--- src/rtl/burst_pkg.sv ---
// ============================================================================
// Module : burst_pkg
// Brief  : Shared FSM state type and default widths for burst_ctrl.
// Rev    : 1.0  initial release
// ============================================================================
`default_nettype none

package burst_pkg;

   localparam int C_ADDR_WIDTH = 16;
   localparam int C_DATA_WIDTH = 8;
   localparam int C_LEN_WIDTH  = 8;

   typedef enum logic [1:0] {
      IDLE = 2'd0,
      WR   = 2'd1,
      RD   = 2'd2
   } state_t;

endpackage

`default_nettype wire

--- src/rtl/burst_ctrl.sv ---
// ============================================================================
// Module : burst_ctrl
// Brief  : Incrementing-address burst controller for a registered-read SRAM.
// Rev    : 1.0  initial release
// ============================================================================
`default_nettype none

module burst_ctrl
   import burst_pkg::*;
#(
   parameter int ADDR_WIDTH = C_ADDR_WIDTH,
   parameter int DATA_WIDTH = C_DATA_WIDTH,
   parameter int LEN_WIDTH  = C_LEN_WIDTH
) (
   input  logic                  clk,
   input  logic                  rstn,
   input  logic                  req_valid,
   output logic                  req_ready,
   input  logic                  req_write,
   input  logic [ADDR_WIDTH-1:0] req_addr,
   input  logic [LEN_WIDTH-1:0]  req_len,
   input  logic                  wdata_valid,
   output logic                  wdata_ready,
   input  logic [DATA_WIDTH-1:0] wdata,
   output logic                  rdata_valid,
   output logic [DATA_WIDTH-1:0] rdata,
   output logic                  busy,
   output logic                  done,
   output logic                  mem_wren,
   output logic                  mem_rden,
   output logic [ADDR_WIDTH-1:0] mem_addr,
   output logic [DATA_WIDTH-1:0] mem_wdata,
   input  logic [DATA_WIDTH-1:0] mem_rdata
);

   state_t                r_state;
   state_t                w_next_state;
   logic [ADDR_WIDTH-1:0] r_addr;
   logic [LEN_WIDTH-1:0]  r_cnt;
   logic                  r_rvalid;
   logic                  r_done;
   logic                  w_beat;
   logic                  w_last;

   // A beat is one memory command issued this cycle; the counter holds beats-1.
   assign w_beat = ((r_state == WR) && wdata_valid) || (r_state == RD);
   assign w_last = w_beat && (r_cnt == '0);

   always_comb begin
      w_next_state = r_state;
      case (r_state)
         IDLE: begin
            if (req_valid) begin
               w_next_state = req_write ? WR : RD;
            end
         end
         WR, RD: begin
            if (w_last) begin
               w_next_state = IDLE;
            end
         end
         default: w_next_state = IDLE;
      endcase
   end

   always_ff @(posedge clk or negedge rstn) begin
      if (!rstn) begin
         r_state  <= IDLE;
         r_addr   <= '0;
         r_cnt    <= '0;
         r_rvalid <= 1'b0;
         r_done   <= 1'b0;
      end else begin
         r_state <= w_next_state;
         if ((r_state == IDLE) && req_valid) begin
            r_addr <= req_addr;
            r_cnt  <= req_len;
         end else if (w_beat) begin
            r_addr <= r_addr + ADDR_WIDTH'(1);
            r_cnt  <= r_cnt - LEN_WIDTH'(1);
         end
         r_rvalid <= (r_state == RD);
         r_done   <= w_last;
      end
   end

   assign req_ready   = (r_state == IDLE);
   assign busy        = (r_state != IDLE);
   assign wdata_ready = (r_state == WR);
   assign mem_wren    = (r_state == WR) && wdata_valid;
   assign mem_rden    = (r_state == RD);
   assign mem_addr    = r_addr;
   assign mem_wdata   = wdata;
   assign rdata_valid = r_rvalid;
   assign rdata       = mem_rdata;
   assign done        = r_done;

endmodule

`default_nettype wire

--- config.mk ---
export PLATFORM = sky130hd
export DESIGN_NAME = burst_ctrl
export DESIGN_NICKNAME = d
export VERILOG_FILES = /design/src/rtl/burst_pkg.sv /design/src/rtl/burst_ctrl.sv
export SDC_FILE = /design/constraint.sdc
export NUM_CORES = 1
export LEC_CHECK = 0
export CORE_UTILIZATION = 44
export DETAILED_ROUTE_END_ITERATION = 6
export GPL_TIMING_DRIVEN = 1
export PLACE_DENSITY = 0.86
export SETUP_SLACK_MARGIN = 0.2
export SYNTH_ARGS = -nofsm -noshare
export SYNTH_HDL_FRONTEND = slang
export SYNTH_SLANG_ARGS = --single-unit
--- constraint.sdc ---
create_clock -name clk -period 3.4 [get_ports clk]
set_input_delay 0.34 -clock clk [delete_from_list [all_inputs] [get_ports clk]]
set_output_delay 0.34 -clock clk [all_outputs]
set_load 0.02 [all_outputs]
==> flow_metrics.py <==
metrics = {
    "power_and_ir_drop": {
        "p_switching_w": 0.000776,
        "power.leakage_nw": 0.857,
        "switching_share": 0.429,
        "p_int_w": 0.00103,
        "seqPwrFrac": 0.363,
        "ir_worst_vdd_v": 0.000397,
        "comb_power_share": 0.538,
        "clockPowerShare": 0.099,
        "p_per_area_nw_per_um2": 823,
        "power.total_w": 0.00181,
    },
    "cts": {
        "htree_levels": 1,
        "cts_root_buf": "clkbuf_8",
        "post_cts_resize_count": 0,
        "postCtsHoldBufs": 0,
        "clk-insertion-delay-late_ns": 0.27,
        "postCtsSetupBuffers": 0,
        "clk_pin_slew_worst_paths_ns": 0.09,
        "cts.sinks": 28,
        "clockBufferDepth": 2,
        "cts_buffers": 3,
        "cts_tree": "done",
    },
    "placement": {
        "globalplace.congestion": 0.817,
        "dp_hpwl_mm": 2.58,
        "dpl_cell_area_um2": 2150,
        "portBuffers": 51,
    },
    "critical_path": {
        "cp_top_family": "simple AND/OR/NAND/NOR gates",
        "critPathKind": "flip-flop to flip-flop",
        "worstPathArrival_ns": 2.35,
        "max_stage_delay_ns": 0.67,
        "path_cells": "inv_1 > ha_1 > a21o_1 > nand3_1 > or4b_2 > a31oi_1",
        "critical_path.startpoint_type": "flip-flop",
        "reg2regPathDepth": 6,
        "r2r-start": "r_state[1]",
        "worst-path-buf-inv": 1,
        "endpoint_kind": "flip-flop",
        "cp_max_fo": 9,
        "required_ns": 3.60,
        "crit_path_top_delay_cell": "or4b_2",
        "r2r_slack_ns": 1.25,
        "rr_endpoint": "mem_addr[14]",
        "setup.worst_path.start": "r_state[1]",
    },
    "yosys": {
        "synthesis.nets": 243,
        "ys_seq_area_frac": 0.406,
        "yosysTopAreaCell": "dfrtp_1",
        "ys_warn_count": 0,
        "synth_area_per_cell_um2": 9.00,
        "synth.most_common_cell": "dfrtp_1",
        "async_flop_share": 1.00,
        "yosys-top-cells-area": "dfrtp_1 41%, buf_4 7.4%, xnor2_1 5.1%, nand2_1 4.6%, ha_1 4.3%",
        "synth_enable_flop_cells": 0,
        "synth_ff_type": "dfrtp_1",
        "ys_ff_latch": 28,
        "syn_inst": 192,
        "synth_top_area_frac": 0.406,
        "synth_area_um2": 1730,
        "synth_common_cells": "28 x dfrtp_1, 21 x nand2_1, 17 x buf_4",
        "synthDistinctLibCells": 40,
    },
    "route": {
        "ant_nets": 0,
        "viasPerCell": 5.28,
        "num_vias": 1430,
        "dr.pass1.iters": 4,
        "drc": 0,
        "routedWlPerCell_um": 13.0,
        "routed_wl_mm": 3.52,
        "drtIter0Drc": 34,
    },
    "sta": {
        "finalMaxSlewViolations": 0,
        "setup-violations-final": 0,
        "rsz0062_at_grt": "false",
        "fin_crit_sh": 0.633,
        "fin_skew_ns": 0.00521,
        "tightest_slew_ns": 0.729,
        "period_minus_slack_ns": 2.15,
        "tns_ns": 0,
        "fmax_mhz": 465,
        "hold_viol_final": 0,
        "slew_headroom": 0.514,
    },
    "layout": {
        "drive_gt1_frac": 0.0583,
        "final_area_um2": 2200,
        "final_net_count": 276,
        "num_antenna_cells": 0,
        "syn_to_final_growth_pct": 27.1,
    },
    "floorplan": {
        "coreArea_um2": 3720,
        "io-pin-count": 84,
        "dieArea_um2": 4180,
        "rows": 22,
        "die_x_um": 64.7,
        "die_h_um": 64.7,
        "start_util": 0.465,
    },
    "grt": {
        "grt_usage": 0.177,
        "grt_pass1_wl_mm": 5.62,
        "grt_overflow": 0,
        "grt_max_degree": 29,
        "grt_antenna_before_repair": 0,
        "grt_pass1_vias": 1275,
    },
    "hold_path": {
        "hold_path_class": "input pin to async pin",
    },
    "outcome": {
        "outcome": "finished, final reports clean",
    },
    "job": {
        "maxCapViolCount": 0,
    },
}
[worst max path at each step]
stage                    to  slack (ns)  cells after the start
6_report       mem_addr[14]        1.25                      6
5_1_grt        mem_addr[14]        1.13                      6
4_1_cts        mem_addr[14]        1.26                      6
3_5_place_dp   mem_addr[14]        1.12                      5
3_3_place_gp   mem_addr[14]        1.19                      5
2_1_floorplan  mem_addr[14]        1.31                      7
[layer usage]
layer,part of all wire,up-vias,global-route usage
met5,0,-,0
met4,0.0088,0,0.0444
met3,0.048,4,0.0440
met2,0.51,36,0.313
met1,0.43,669,0.213
li1,-,721,-
[cells in the final DEF (no fill, tap or decap), drive strengths merged, types with 3 or more instances in the layout]
cell,count
a21oi,6
a31oi,8
clkbuf,3
clkdlybuf4s50,51
dfrtp,28
ha,6
inv,8
nand2,22
nand3,7
nor2,14
nor3,3
nor4,3
o21ai,14
o31ai,5
or4,7
xnor2,10
xor2,4
[cell type report]
| class | instances | area (um2) |
|---|---|---|
| repair buffers | 53 | 526 |
| well taps | 48 | 60.1 |
| clock buffers | 3 | 41.3 |
| fillers | 322 | 1520 |
| multi-input cells | 131 | 838 |
| inverters | 8 | 30.0 |
| flip-flops and latches | 28 | 701 |
[cell families after synthesis]
logic type               share of synthesized area
AO/OA/AOI/OAI                                0.149
XOR/XNOR                                    0.0710
adder cells (fa/ha/maj)                     0.0434
buffers and inverters                        0.109
flip-flops                                   0.406
AND/OR/NAND/NOR                              0.222
[power by group through the flow]
stage / Sequential, W / Combinational [W] / Clock (W)
floorplan: 0.000736 / 0.000546 / 0
global placement: 0.000654 / 0.000957 / 0
detailed placement: 0.000657 / 0.000979 / 0
CTS: 0.000654 / 0.000985 / 0.000183
global route: 0.000678 / 0.00106 / 0.000199
finish: 0.000655 / 0.000972 / 0.000180
[through the flow]
stage | worst slack [ns] | hold WS (ns) | utilization | std cells
after floorplan | 1.31 | 0.0444 | - | 192
after global placement | 1.19 | 0.523 | 0.580 | 268
after detailed placement | 1.12 | 0.532 | 0.580 | 268
after CTS | 1.26 | 0.458 | 0.591 | 271
after global routing | 1.13 | 0.471 | 0.591 | 271
final | 1.25 | 0.438 | 0.591 | 271
[registers in the layout, indices dropped and copies added, names as in the netlist]
| signal | flops |
|---|---|
| r_cnt | 8 |
| mem_addr | 16 |
| done | 1 |
| r_state | 2 |
| rdata_valid | 1 |
Power figures use the tool's default switching activity.
